**config.mk**
```make
export PLATFORM = sky130hd
export DESIGN_NAME = tinycore_fetch
export DESIGN_NICKNAME = d
export VERILOG_FILES = /design/src/rtl/tinycore_pkg.sv /design/src/rtl/tinycore_fetch_buf.sv /design/src/rtl/tinycore_fetch.sv
export SDC_FILE = /design/constraint.sdc
export NUM_CORES = 1
export LEC_CHECK = 0
export ABC_CLOCK_PERIOD_IN_PS = 2600
export CAP_MARGIN = 20
export CORE_MARGIN = 2
export CORE_UTILIZATION = 50
export CTS_CLUSTER_DIAMETER = 30
export DETAILED_ROUTE_END_ITERATION = 12
export GPL_TIMING_DRIVEN = 0
export HOLD_SLACK_MARGIN = 0.08
export PLACE_DENSITY = 0.88
export SYNTH_ARGS = -nofsm -noshare
export SYNTH_HDL_FRONTEND = slang
export SYNTH_HIERARCHICAL = 1
export SYNTH_SLANG_ARGS = --single-unit
```
**constraint.sdc**
```tcl
create_clock -name clk -period 2.6 [get_ports clk]
set_input_delay 0.78 -clock clk [delete_from_list [all_inputs] [get_ports clk]]
set_output_delay 0.78 -clock clk [all_outputs]
set_load 0.1 [all_outputs]
```
**src/rtl/tinycore_pkg.sv**
```systemverilog
// Shared tinycore definitions: fetch FSM state encoding, instruction width
// and instruction field positions used by both fetch and execute.
package tinycore_pkg;

  typedef enum logic [1:0] {
    S_REQ_HI = 2'd0,
    S_REQ_LO = 2'd1,
    S_CAP    = 2'd2,
    S_HOLD   = 2'd3
  } state_t;

  localparam int DATA_SZ_DEF = 8;
  localparam int INSTR_SZ    = 2 * DATA_SZ_DEF;

  localparam int OPC_MSB = 15;
  localparam int OPC_LSB = 12;
  localparam int RD_MSB  = 11;
  localparam int RD_LSB  = 8;

  function automatic logic [3:0] opcode_of(input logic [INSTR_SZ-1:0] instr);
    return instr[OPC_MSB:OPC_LSB];
  endfunction

  function automatic logic [3:0] rd_of(input logic [INSTR_SZ-1:0] instr);
    return instr[RD_MSB:RD_LSB];
  endfunction

endpackage

```
**src/rtl/tinycore_fetch_buf.sv**
```systemverilog
// One-entry skid buffer with valid/ready on both sides; only exists when
// TINYCORE_FETCH_PREFETCH_EN is defined. A push and a pop may share a cycle.
`ifdef TINYCORE_FETCH_PREFETCH_EN
module tinycore_fetch_buf #(
  parameter int W = 24
) (
  input  logic         clk,
  input  logic         reset,
  input  logic         flush,
  input  logic         in_valid,
  output logic         in_ready,
  input  logic [W-1:0] in_data,
  output logic         out_valid,
  input  logic         out_ready,
  output logic [W-1:0] out_data
);

  logic         r_full;
  logic [W-1:0] r_data;
  logic         w_push;

  assign in_ready  = !r_full | out_ready;
  assign w_push    = in_valid & in_ready;
  assign out_valid = r_full;
  assign out_data  = r_data;

  always_ff @(posedge clk) begin
    if (reset | flush)
      r_full <= 1'b0;
    else if (w_push)
      r_full <= 1'b1;
    else if (out_ready)
      r_full <= 1'b0;
  end

  always_ff @(posedge clk) begin
    if (w_push)
      r_data <= in_data;
  end

endmodule
`endif

```
**src/rtl/tinycore_fetch.sv**
```systemverilog
// tinycore fetch stage: two byte reads per instruction, valid/ready hand-off,
// redirect flush. TINYCORE_FETCH_PREFETCH_EN adds a one-entry prefetch buffer.
module tinycore_fetch
  import tinycore_pkg::*;
#(
  parameter int                 ADDR_SZ  = 8,
  parameter int                 DATA_SZ  = 8,
  parameter logic [ADDR_SZ-1:0] RESET_PC = '0
) (
  input  logic                 clk,
  input  logic                 reset,
  input  logic [DATA_SZ-1:0]   data_i,
  output logic [ADDR_SZ-1:0]   addr,
  output logic [2*DATA_SZ-1:0] instr_o,
  output logic [ADDR_SZ-1:0]   instr_pc_o,
  output logic                 instr_valid_o,
  input  logic                 instr_ready_i,
  input  logic                 redirect_i,
  input  logic [ADDR_SZ-1:0]   redirect_pc_i
);

  localparam int IW = 2 * DATA_SZ;

  state_t             r_state;
  state_t             w_state_nxt;
  logic [ADDR_SZ-1:0] r_pc;
  logic [DATA_SZ-1:0] r_hi;
  logic [IW-1:0]      r_instr;
  logic [ADDR_SZ-1:0] r_ipc;
  logic               r_valid;
  logic               w_pc_inc;
  logic               w_hi_load;
  logic               w_cap;
  logic               w_accept;
  logic [IW-1:0]      w_word;
  logic [ADDR_SZ-1:0] w_word_pc;

  assign addr          = r_pc;
  assign instr_o       = r_instr;
  assign instr_pc_o    = r_ipc;
  assign instr_valid_o = r_valid;

  assign w_accept  = r_valid & instr_ready_i;
  assign w_cap     = (r_state == S_CAP);
  assign w_word    = {r_hi, data_i};
  // pc has already stepped past both bytes when the low byte lands
  assign w_word_pc = r_pc - ADDR_SZ'(2);

  always_ff @(posedge clk) begin
    if (reset)
      r_state <= S_REQ_HI;
    else
      r_state <= w_state_nxt;
  end

  always_ff @(posedge clk) begin
    if (reset)
      r_pc <= RESET_PC;
    else if (redirect_i)
      r_pc <= redirect_pc_i;
    else if (w_pc_inc)
      r_pc <= r_pc + ADDR_SZ'(1);
  end

  always_ff @(posedge clk) begin
    if (w_hi_load)
      r_hi <= data_i;
  end

`ifdef TINYCORE_FETCH_PREFETCH_EN
  logic                    w_buf_vld;
  logic                    w_buf_in_rdy;
  logic                    w_out_load;
  logic                    w_direct;
  logic                    w_word_taken;
  logic                    w_start;
  logic [1:0]              w_cnt_after;
  logic [IW+ADDR_SZ-1:0]   w_buf_dout;

  assign w_out_load   = !r_valid | w_accept;
  assign w_direct     = w_cap & w_out_load & !w_buf_vld;
  assign w_word_taken = w_direct | w_buf_in_rdy;
  // A new fetch may start only if a slot is guaranteed when its word lands
  assign w_cnt_after  = 2'(r_valid) + 2'(w_buf_vld) + 2'(w_cap) - 2'(w_accept);
  assign w_start      = (w_cnt_after < 2'd2);

  tinycore_fetch_buf #(
    .W(IW + ADDR_SZ)
  ) u_buf (
    .clk      (clk),
    .reset    (reset),
    .flush    (redirect_i),
    .in_valid (w_cap & !w_direct),
    .in_ready (w_buf_in_rdy),
    .in_data  ({w_word, w_word_pc}),
    .out_valid(w_buf_vld),
    .out_ready(w_out_load),
    .out_data (w_buf_dout)
  );

  always_comb begin
    w_state_nxt = r_state;
    if (redirect_i) begin
      w_state_nxt = S_REQ_HI;
    end else begin
      case (r_state)
        S_REQ_HI: if (w_start) w_state_nxt = S_REQ_LO;
        S_REQ_LO: w_state_nxt = S_CAP;
        S_CAP: begin
          if (!w_word_taken)
            w_state_nxt = S_CAP;
          else if (w_start)
            w_state_nxt = S_REQ_LO;
          else
            w_state_nxt = S_REQ_HI;
        end
        default:  w_state_nxt = S_REQ_HI;
      endcase
    end
  end

  // S_CAP doubles as the next instruction's S_REQ_HI when a slot is free
  always_comb begin
    w_pc_inc  = 1'b0;
    w_hi_load = 1'b0;
    case (r_state)
      S_REQ_HI: w_pc_inc = w_start;
      S_REQ_LO: begin
        w_pc_inc  = 1'b1;
        w_hi_load = 1'b1;
      end
      S_CAP:    w_pc_inc = w_start & w_word_taken;
      default:  w_pc_inc = 1'b0;
    endcase
  end

  always_ff @(posedge clk) begin
    if (reset) begin
      r_valid <= 1'b0;
      r_instr <= '0;
      r_ipc   <= '0;
    end else if (redirect_i) begin
      r_valid <= 1'b0;
    end else if (w_out_load) begin
      if (w_buf_vld) begin
        {r_instr, r_ipc} <= w_buf_dout;
        r_valid          <= 1'b1;
      end else if (w_cap) begin
        r_instr <= w_word;
        r_ipc   <= w_word_pc;
        r_valid <= 1'b1;
      end else begin
        r_valid <= 1'b0;
      end
    end
  end
`else
  always_comb begin
    w_state_nxt = r_state;
    if (redirect_i) begin
      w_state_nxt = S_REQ_HI;
    end else begin
      case (r_state)
        S_REQ_HI: w_state_nxt = S_REQ_LO;
        S_REQ_LO: w_state_nxt = S_CAP;
        S_CAP:    w_state_nxt = S_HOLD;
        S_HOLD:   if (w_accept) w_state_nxt = S_REQ_HI;
        default:  w_state_nxt = S_REQ_HI;
      endcase
    end
  end

  always_comb begin
    w_pc_inc  = 1'b0;
    w_hi_load = 1'b0;
    case (r_state)
      S_REQ_HI: w_pc_inc = 1'b1;
      S_REQ_LO: begin
        w_pc_inc  = 1'b1;
        w_hi_load = 1'b1;
      end
      default:  w_pc_inc = 1'b0;
    endcase
  end

  always_ff @(posedge clk) begin
    if (reset) begin
      r_valid <= 1'b0;
      r_instr <= '0;
      r_ipc   <= '0;
    end else if (redirect_i) begin
      r_valid <= 1'b0;
    end else if (w_cap) begin
      r_instr <= w_word;
      r_ipc   <= w_word_pc;
      r_valid <= 1'b1;
    end else if (w_accept) begin
      r_valid <= 1'b0;
    end
  end
`endif

endmodule

```
==> metrics list, run 1 <==
* DIE AREA: 0.00405 mm²
- Count of unique library cells instantiated by Yosys: 33
- In this run the number of H-tree levels came out at 2.
* Critical Path End Type: output pin
* Initial core utilization: 52.5%
- The worst setup path is of the reg2out kind.
* Count of buffer and inverter cells on the critical path: 1
- Startpoint types: register
- Die H: 63.7 µm
- Data on the critical path is required at its endpoint by 1.82 ns.
- Max-cap violations in this run came to 0.
- Setup repair after global routing left no endpoint under its margin.
- Cell accounting for the most synthesized area: dfxtp_1
* All-layer global routing usage: 20.6%
* Ordered list of cells on the worst path: clkdlybuf4s15_1
- The pre-antenna-repair detailed-routing pass consisted of 4 iterations.
* Final Critical Period: 2.52 ns
- Inserted Clock Buffers: 5
- Of the total power, the clock network draws 25.5%.
- DRC violation count after routing: 0
- In the synthesized netlist the dominant register cell turns out to be dfxtp_1.
* Clk sink count: 43
- CTS Buffer Depth: 2
* Final routed wire length divided by cell count: 13.0 µm
- Max-slew violation total from the final report: 0
- In this run the cell area of the synthesized design comes to 0.00178 mm².
- After clock tree synthesis, the setup repair step added 0 buffers.
- Post-route standard cell area excluding fillers: 0.00237 mm²
- VDD sags by at most 0.328 mV.
- Registers are responsible for 54.8% of the overall power.
* Antenna Nets Post-Route: 0
- Internal power contribution: 909 µW
- Clock transition at the registers of the reported paths: 0.12 ns
* Worst slew slack as a fraction of its limit: 34.3%
* Most common cell in the netlist: nand2_1
- Synthesis-to-finish area growth: 33.1%
* Data arrival, critical path: 1.74 ns
- After synthesis, the share of flip-flops with an asynchronous set or reset is 0%.
- Worst Tran Pin Value: 0.989 ns
- Nets in the synthesized netlist: 220
- Setup violations remaining at the end of the flow were counted as 0.
* Switching power of the nets: 414 µW
- Standard cell area after detailed placement: 0.00235 mm²
* Final number of hold-violating endpoints: 0
- FP Rows: 21
* Total half-perimeter wirelength after legalization and detailed placement: 2830 µm
- Yosys mapped a number of flops with a built-in enable equal to 8.
* Path category of the worst min-delay check: reg2reg
- Along the worst path, the maximum fanout reaches 7.
* Number of I/O port buffers: 51
- Proportion of layout cells with a drive suffix above 1: 4.38%
- On the critical path, the stage with the largest delay is an instance of clkdlybuf4s15_1.
* Global-route wire length before repair: 6400 µm
* Switching part of the total: 31.3%
- Vias: 1569
* Fraction of post-synthesis cell area in the top cell type by area: 39.4%
- The final critical path takes up 96.9% of the cycle.
- GP Congestion: 0.780
- Clock skew after layout: 0.00197 ns
* Average vias per placed instance: 5.28
- Initial DRC count: 71
- Mean Syn Cell Area: 9.27 µm²
- Summing internal, switching and leakage power gives 1320 µW.
- Setup slack of the most critical reg-to-reg path: 0.55 ns
- Timing would allow up to 397 MHz.
- In this run, the combinational gates consume 19.7% of the power.
- TritonCTS built the clock tree.
* Floorplan die width: 63.7 µm
* Part of the Yosys area used for sequential elements: 52.9%
* Number of antenna cells inserted: 0
* Static Leak: 0.000946 µW
* Yosys reg bits: 43
* Most used standard cells in the synthesized netlist: nand2_1, dfxtp_1, a21oi_1, nor2_1, clkbuf_1
* Count of hold buffers inserted by post-cts repair: 0
* GRT Residual Overflow: 0
- Synthesis produced a netlist whose cell count is 192.
- Grouping stages by cell kind, the critical path spends the most delay in buffers and inverters.
- Utilization of the core after routing: 69.9%
- Clock latency reported for the late side of the worst-skew pair: 0.35 ns
- Core region area: 0.00339 mm²
- Fill cell total of the finished layout: 295
- Power density cells: 558 mW/mm²
- Root buffer selected by CTS: clkbuf_4
* Detailed Route WL: 3850 µm
- Synthesis warning total: 6
- Maximum cell stage delay along the critical path: 0.87 ns
- Maximum number of pins on one net before global-route repair: 18
- After routing, the total negative slack on setup checks comes to 0 ns.
- Result of the run: finished clean
- Number of antenna violations at the first check in global routing: 0
- Cell types occupying the most area after synthesis: dfxtp_1, edfxtp_1, nand2_1
* Number of nets in the layout: 278
- The via count of the first global-routing pass came to 1451.
* I/O pin total: 53
state kept, by name (all words and copies together), names as in the netlist:
signal,flops
r_hi,8
instr_o,16
addr,8
instr_valid_o,1
r_state,2
instr_pc_o,8
per-layer routing:
layer | wire length (µm) | vias to the layer above | track usage (%) | part of all wire, %
met1 | 1660 | 732 | 24.8 | 43
met4 | 73 | 0 | 7.88 | 1.9
met2 | 1930 | 40 | 34.5 | 50
met5 | 0 | - | 0 | 0
li1 | - | 790 | - | -
met3 | 191 | 7 | 6.07 | 5.0
cells in the final DEF (no fill, tap or decap), types with 5 or more instances in the layout:
cell type        Yosys  layout
a211oi_1             7       7
a21oi_1             20      20
a311oi_1             5       5
clkbuf_1            10      10
clkbuf_4             0       5
clkdlybuf4s50_1      0      18
dfxtp_1             35      35
dlygate4sd2_1        0      31
edfxtp_1             8       8
ha_1                 8       8
inv_1                6       6
nand2_1             37      37
nor2_1              13      13
o21ai_0              8       8
or3_1                6       6
worst register-to-register path, cell delays in order, from the launching register on:
cell and delay (ns):
dfxtp_1 0.35, inv_1 0.12, ha_1 0.22, nor2b_1 0.25, clkbuf_1 0.37, clkbuf_1 0.43
nand2_1 0.11, a21oi_1 0.14
area by class of cell:
type | instances | area (µm²) | share of cell area, %
inverters | 6 | 22.5 | 0.951
plain buffers | 12 | 56.3 | 2.38
clock inverters | 2 | 11.3 | 0.475
repair buffers | 51 | 469 | 19.8
well taps | 46 | 57.6 | 2.43
flip-flops and latches | 43 | 941 | 39.7
clock buffers | 6 | 51.3 | 2.17
multi-input cells | 131 | 759 | 32.1
cell families after synthesis:
group | synth area share [%]
simple gates | 17.3
compound gates | 16.7
flops | 52.9
buf+inv | 4.43
fa+ha+maj | 5.63
xor+xnor | 2.46
mux | 0.563
power groups by stage:
stage	Combinational, µW	Clock [µW]	Sequential (µW)
floorplan	90.1	0	837
global placement	267	0	739
detailed placement	271	0	740
CTS	261	347	724
global route	276	386	728
finish	261	337	724
stage by stage:
stage / hold WS (ns) / setup WS, ns / instances
final: 0.459 / 0.0816 / 297
after CTS: 0.460 / 0.0749 / 297
after global routing: 0.480 / 0.0220 / 297
after floorplan: 0.471 / 0.482 / 192
after global placement: 0.442 / -0.0175 / 289
after detailed placement: 0.445 / -0.107 / 289
worst paths after layout:
| kind | endpoint | cells after the start | start |
|---|---|---|---|
| worst max-delay path | addr[4] | 1 | addr[4] |
| worst min-delay path | instr_o[11] | 2 | instr_o[11] |
| worst max register to register | instr_o[8] | 7 | r_state[0] |
| worst min register to register | instr_o[11] | 2 | instr_o[11] |
timing repair:
item | in CTS | in global routing
endpoints found under the hold margin | 0 | 0
gates cloned | 0 | 0
resized for setup | 34 | 1
setup endpoints to repair | 33 | 1
(Power assumes the default switching activity.)
==> run 2: changes to the inputs <==
--- a/config.mk
+++ b/config.mk
@@ -6,7 +6,6 @@
 export NUM_CORES = 1
 export LEC_CHECK = 0
 export ABC_CLOCK_PERIOD_IN_PS = 2600
-export CAP_MARGIN = 20
 export CORE_MARGIN = 2
 export CORE_UTILIZATION = 50
 export CTS_CLUSTER_DIAMETER = 30
@@ -14,6 +13,7 @@
 export GPL_TIMING_DRIVEN = 0
 export HOLD_SLACK_MARGIN = 0.08
 export PLACE_DENSITY = 0.88
+export RECOVER_POWER = 100
 export SYNTH_ARGS = -nofsm -noshare
 export SYNTH_HDL_FRONTEND = slang
 export SYNTH_HIERARCHICAL = 1
==> run 2 against run 1 <==
Net effect: flip-flop and latch count unchanged; hold slack improved by 0.0030 ns; register-to-register slack about the same; sequential share of layout area increased by 2.8 points; clock skew increased by 0.0011 ns; critical path type unchanged; critical endpoint unchanged; largest power group unchanged.
==> metrics list, run 2 (synthesis gave the netlist of run 1 again) <==
* Clock skew after layout: 0.00309 ns
- Number of detailed-route iterations in the first pass: 4
- Static Leak: 0.000739 µW
* Data arrival, critical path: 1.74 ns
- Traced cell by cell, the critical path runs through clkdlybuf4s15_1.
- Max-capacitance violation count: 0
- Initial core utilization: 52.5%
* Vias: 1566
* Number of nets in the layout: 278
* Sequential power share: 55.2%
- Count of hold buffers inserted by post-cts repair: 0
- Global-route wire length before repair: 6400 µm
* Part of the power in combinational logic: 19.1%
- The top cell types in the final layout, fill and taps aside, are clkbuf_1, nand2_1, dfxtp_1, a21oi_1, nor2_1.
- WP depth: 1
- Post-route standard cell area excluding fillers: 0.00221 mm²
* Minimum setup slack after placement: -0.107 ns
- The longest clock path from root to sink contains 2 buffers.
- Number of antenna violations at the first check in global routing: 0
* Final Critical Period: 2.52 ns
- The clock reaches the later pin of the worst-skew pair after 0.35 ns.
- Leaving out fill and tap cells, the most frequent cell in the layout is clkbuf_1.
- Entering global routing, the biggest net connects 18 pins.
- The max-slew violation count is 0.
- Final worst setup slack: 0.0788 ns
- End of the worst register-to-register path: instr_o[8]
- In this run, the number of DRC markers left after iteration 0 of detailed routing was 69.
* Die H: 63.7 µm
- The total count of hold-check failures in the final report is 0.
- All-layer global routing usage: 20.6%
* Antenna Nets Post-Route: 0
- TritonCTS clock tree: yes
- The largest single stage delay on the critical path is 0.87 ns.
* Area occupied by multi-input gates: 759 µm²
- The die is 63.7 µm wide.
- Path category of the worst min-delay check: reg2reg
- CTS saw 43 sinks.
- In this run the worst setup path begins at addr[4].
- Clock network power share: 25.7%
* Count of buffer and inverter cells on the critical path: 1
- Proportion of layout cells with a drive suffix above 1: 4.38%
- 53 I/O pins were placed.
* Power after layout: 1310 µW
- CP max stage cell: clkdlybuf4s15_1
* Switching power of the nets: 414 µW
* Number of global-route vias before repair: 1451
* Clock transition at the registers of the reported paths: 0.12 ns
- Timing endpoint of the critical path: addr[4]
- Final period util: 97.0%
- For this block, the routed nets add up to 3870 µm of wire.
- Htree depth: 2
* Switching part of the total: 31.5%
* Worst slew slack as a fraction of its limit: 19.8%
- The setup check on the worst reg-to-reg path leaves a slack of 0.55 ns.
* Maximum resistive drop on vdd: 0.326 mV
- GRT Residual Overflow: 0
* Fill cell total of the finished layout: 321
* Root buffer selected by CTS: clkbuf_4
* Power density cells: 594 mW/mm²
- Largest fanout on the critical path: 7
- Total half-perimeter wirelength after legalization and detailed placement: 2830 µm
- Broken down by cell family, the worst path's largest delay share belongs to buffers and inverters.
- Startpoint types: register
- Port buffering added 51 buffers.
- Average vias per placed instance: 5.27
* Worst slack on hold paths: 0.462 ns
- Buffers inserted by post-CTS timing repair: 0
* Critical Path End Type: output pin
- DRC violation count after routing: 0
- Achievable frequency: 397 MHz
* Startpoint of the most critical register-to-register path: r_state[0]
* Number of endpoints failing setup at the final stage: 0
- Compared with the post-synthesis result, the final layout area differs by 24.3%.
* Result of the run: finished clean
* Number of flip-flops in the largest register: 16
* Standard cell area after detailed placement: 0.00235 mm²
- GP Congestion: 0.780
- Inserted Clock Buffers: 5
* Unrepaired setup endpoints after global routing: false
- Internal power comes to 898 µW.
- The floorplan step defined a core boundary enclosing 0.00339 mm².
- Number of antenna cells inserted: 0
- For the pin with the worst max-slew slack, the measured transition is 1.21 ns.
- Length in cells of the worst reg-to-reg path: 7
- Dividing the detail-routed wire length by the instance count gives 13.0 µm.
- Required arrival time at the worst endpoint: 1.82 ns
- DIE AREA: 0.00405 mm²
* Total area of sequential cells: 941 µm²
- After floorplanning, the core was divided into 21 placement rows.
- Once layout is complete, the utilization of the core stands at 65.2%.
- The critical path is of the reg2out type.
==> run 2: worst min path at each step <==
stage	cells past startpoint	end	start	slack, ns
4_1_cts	2	instr_pc_o[0]	instr_pc_o[0]	0.46
5_1_grt	2	instr_o[1]	instr_o[1]	0.48
3_5_place_dp	2	instr_pc_o[0]	instr_pc_o[0]	0.45
2_1_floorplan	2	instr_o[10]	r_hi[2]	0.47
6_report	2	instr_o[11]	instr_o[11]	0.46
3_3_place_gp	2	instr_o[13]	instr_o[13]	0.44
==> run 2: power by group through the flow <==
stage / Combinational [µW] / Sequential (µW) / Clock (µW)
2_1_floorplan: 90.1 / 837 / 0
3_3_place_gp: 267 / 739 / 0
6_report: 251 / 725 / 337
5_1_grt: 266 / 728 / 386
4_1_cts: 261 / 724 / 347
3_5_place_dp: 271 / 740 / 0
==> run 2: metrics by stage <==
step	setup TNS [ns]	std cells
3_5_place_dp	-1.01	289
2_1_floorplan	0	192
4_1_cts	0	297
3_3_place_gp	-0.0175	289
6_report	0	297
5_1_grt	0	297
==> run 2: routing by layer <==
layer	share of wire [%]	vias to the layer above	GRT usage [%]
met2	49	46	34.5
met1	44	722	24.8
met4	2.0	0	7.88
li1	-	791	-
met5	0	-	0
met3	5.5	7	6.07
==> run 2: cell type report <==
| type | count | share of cell area, % |
|---|---|---|
| clock buffer | 6 | 2.32 |
| buffer | 12 | 2.55 |
| clock inverter | 2 | 0.509 |
| sequential | 43 | 42.6 |
| timing repair buffer | 51 | 14.1 |
| tap | 46 | 2.60 |
| inverter | 6 | 1.02 |
| multi-input combinational | 131 | 34.4 |
==> run 2: what timing repair did <==
| item | CTS | global route |
|---|---|---|
| setup endpoints to repair | 33 | 1 |
| gates resized for setup | 34 | 1 |
| pin swaps | 0 | 0 |
==> run 3: changes to the inputs <==
--- a/config.mk
+++ b/config.mk
@@ -16,5 +16,4 @@
 export RECOVER_POWER = 100
 export SYNTH_ARGS = -nofsm -noshare
 export SYNTH_HDL_FRONTEND = slang
-export SYNTH_HIERARCHICAL = 1
 export SYNTH_SLANG_ARGS = --single-unit
==> results of run 3 <==
Final layout, timing and power as in run 2 (identical DEF).
Among the figures that moved: Yosys warning count 6 -> 0
==> RTL change: new RTL, config.mk and constraints of run 2 <==
The 4 states of `state_t` get a one-hot encoding in 4 bits.
--- a/src/rtl/tinycore_pkg.sv
+++ b/src/rtl/tinycore_pkg.sv
@@ -4,7 +4,7 @@
 
-  typedef enum logic [1:0] {
-    S_REQ_HI = 2'd0,
-    S_REQ_LO = 2'd1,
-    S_CAP    = 2'd2,
-    S_HOLD   = 2'd3
+  typedef enum logic [3:0] {
+    S_REQ_HI = 4'b0001,
+    S_REQ_LO = 4'b0010,
+    S_CAP    = 4'b0100,
+    S_HOLD   = 4'b1000
   } state_t;
Function: no difference found for any inputs over 10 cycles, from zero or initial values and one cycle with reset high; not proved beyond that.
==> RTL change against run 2 <==
- area after synthesis up 2.3%
- clock skew up 8.3 ps
- maximum frequency up 0.15%
- die area up 2.2%
- sequential cell count up 2
- clock power up 34%
- highest routed layer unchanged
- wire length up 2.5%
- design area up 2.1%
- setup slack better by 3.8 ps
- total power up 6.0%
- register-to-register slack worse by 130 ps
==> RTL change: results (changes against run 2) <==
| Metric | Value |
|---|---|
| TritonRoute pass-1 iters | `4 (unchanged)` |
| Share of layout cells above drive strength 1 | `6.75% (+2.4 points)` |
| Worst setup path end | `addr[4]` |
| Max_slew headroom | `21.7% (+1.8 points)` |
| YS warnings | `6 (unchanged)` |
| H-tree depth | `2 (unchanged)` |
| Clk_lat worst skew | `360 ps` |
| Final nets | `274 (-1.4%)` |
| Clock tree buffer depth | `2 (unchanged)` |
| Num CTS Buffers | `5 (unchanged)` |
| Slowest cell on the critical path | `clkdlybuf4s15_1` |
| R2r startpoint | `r_state[2]$_SDFFE_PP0P_` |
| Synth cell types | `32 (-3.0%)` |
| Worst Hold Depth | `2 (unchanged)` |
| Leakage | `0.000774 uW (+4.7%)` |
| Worst Skew | `11.4 ps (+8.32 ps)` |
| Routed wire length | `3.97 mm (+2.5%)` |
| Initial drt markers | `61 (-12%)` |
| Via count | `1528 (-2.4%)` |
| Asr flop ratio synth | `0% (unchanged)` |
| Seq/Total Area, Yosys | `53.9% (+1.0 points)` |
| Clk root buf | `clkbuf_4` |
| Reg clk slew, reported paths | `130 ps` |
| Largest register FFs | `16 (unchanged)` |
| Worst Hold Class | `reg2reg` |
| Gr usage total | `20.4% (-0.17 points)` |
| Syn nets | `216 (-1.8%)` |
| Flop-to-flop setup slack | `420 ps (-130 ps)` |
| Ys flop type | `dfxtp_1` |
| Status | `finished, final reports clean` |
| Critical path arrival | `1740 ps (about the same)` |
| Initial antenna violation count | `0 (unchanged)` |
| Vias in the first global route | `1466 (+1.0%)` |
| Synth top cells by count | `nand2_1, dfxtp_1, nor2_1` |
| Port Buffers | `51 (unchanged)` |
| CP Launch Point | `addr[4]$_SDFFE_PP0P_` |
| Filler cells | `314 (-2.2%)` |
| Ranking of synthesized cells by area | `dfxtp_1, edfxtp_1, nand2_1, a211oi_1, xor2_1` |
| Crit Path Max Fanout | `7 (unchanged)` |
| FF-to-FF path depth | `6 (-1)` |
| EDFF count, synth | `8 (unchanged)` |
| Setup Buffers After CTS | `0 (unchanged)` |
| Placed instance area | `2390 sq um (+1.8%)` |
| HPWL after DPL | `2.96 mm (+4.3%)` |
| Peak VDD IR | `0.392 mV (+20%)` |
| Antenna Cells | `0 (unchanged)` |
| Routability Congestion | `0.824 (+5.6%)` |
| Max stage delay on crit path | `870 ps (about the same)` |
| RR Endpoint | `instr_o[14]$_SDFFE_PP0P_` |
| Crit path max-delay family | `buffers and inverters` |
| Global-route wire length before repair | `6.49 mm (+1.4%)` |
| Largest net degree at the start of global routing | `15 (-3)` |
## RTL change: cell type report
cell class / count / area [sq um] / area share (%)
multi-input combinational: 133 / 758 / 33.6
sequential: 45 / 981 / 43.5
clock buffer: 6 / 51.3 / 2.27
clock inverter: 2 / 36.3 / 1.61
tap: 46 / 57.6 / 2.55
buffer: 11 / 46.3 / 2.05
inverter: 4 / 15.0 / 0.665
timing repair buffer: 51 / 312 / 13.8
## RTL change: worst min-delay path by stage
stage | start | endpoint
2_1_floorplan | r_hi[2]$_DFFE_PN_ | instr_o[10]$_SDFFE_PP0P_
3_3_place_gp | instr_o[8]$_SDFFE_PP0P_ | instr_o[8]$_SDFFE_PP0P_
3_5_place_dp | instr_o[8]$_SDFFE_PP0P_ | instr_o[8]$_SDFFE_PP0P_
4_1_cts | instr_o[8]$_SDFFE_PP0P_ | instr_o[8]$_SDFFE_PP0P_
5_1_grt | instr_o[14]$_SDFFE_PP0P_ | instr_o[14]$_SDFFE_PP0P_
6_report | instr_o[8]$_SDFFE_PP0P_ | instr_o[8]$_SDFFE_PP0P_
## RTL change: power breakdown
| group | leakage, uW | switching (uW) | total, uW | internal, uW |
|---|---|---|---|---|
| Sequential | 0.000373 | 19.4 | 743 | 724 |
| Clock | 0.0000488 | 223 | 453 | 230 |
| Combinational | 0.000352 | 134 | 195 | 60.8 |
## RTL change: kinds of logic after synthesis
kind of cell	after synthesis	share of synthesized area (%)
AOI/OAI and AO/OA	36	12.6
adders and majority gates	3	2.06
xor gates and xnor gates	13	6.25
buffers and inverters	15	4.26
and+or+nand+nor	81	21.0
DFF	45	53.9
## RTL change: metrics by stage
stage | hold WS, ps | power (uW) | util, % | cells | worst slack (ps)
after floorplan | 471 | 899 | - | 193 | 457
after global placement | 441 | 965 | 69.9 | 290 | 75.1
after detailed placement | 448 | 967 | 69.9 | 290 | 25.6
after CTS | 463 | 1400 | 71.3 | 298 | 26.7
after global routing | 485 | 1440 | 66.1 | 298 | 8.16
final | 465 | 1390 | 66.1 | 298 | 82.5
## RTL change: per-layer routing
| layer | GRT usage [%] | wire length (microns) |
|---|---|---|
| met5 | 0 | 0 |
| met4 | 7.18 | 65 |
| met3 | 5.28 | 196 |
| met2 | 35.7 | 1910 |
| met1 | 24.1 | 1800 |
## RTL change: timing repair
action                                  4_1_cts  5_1_grt
resized for setup                            33        3
endpoints found under the setup margin       33        2
pin swaps                                     0        0
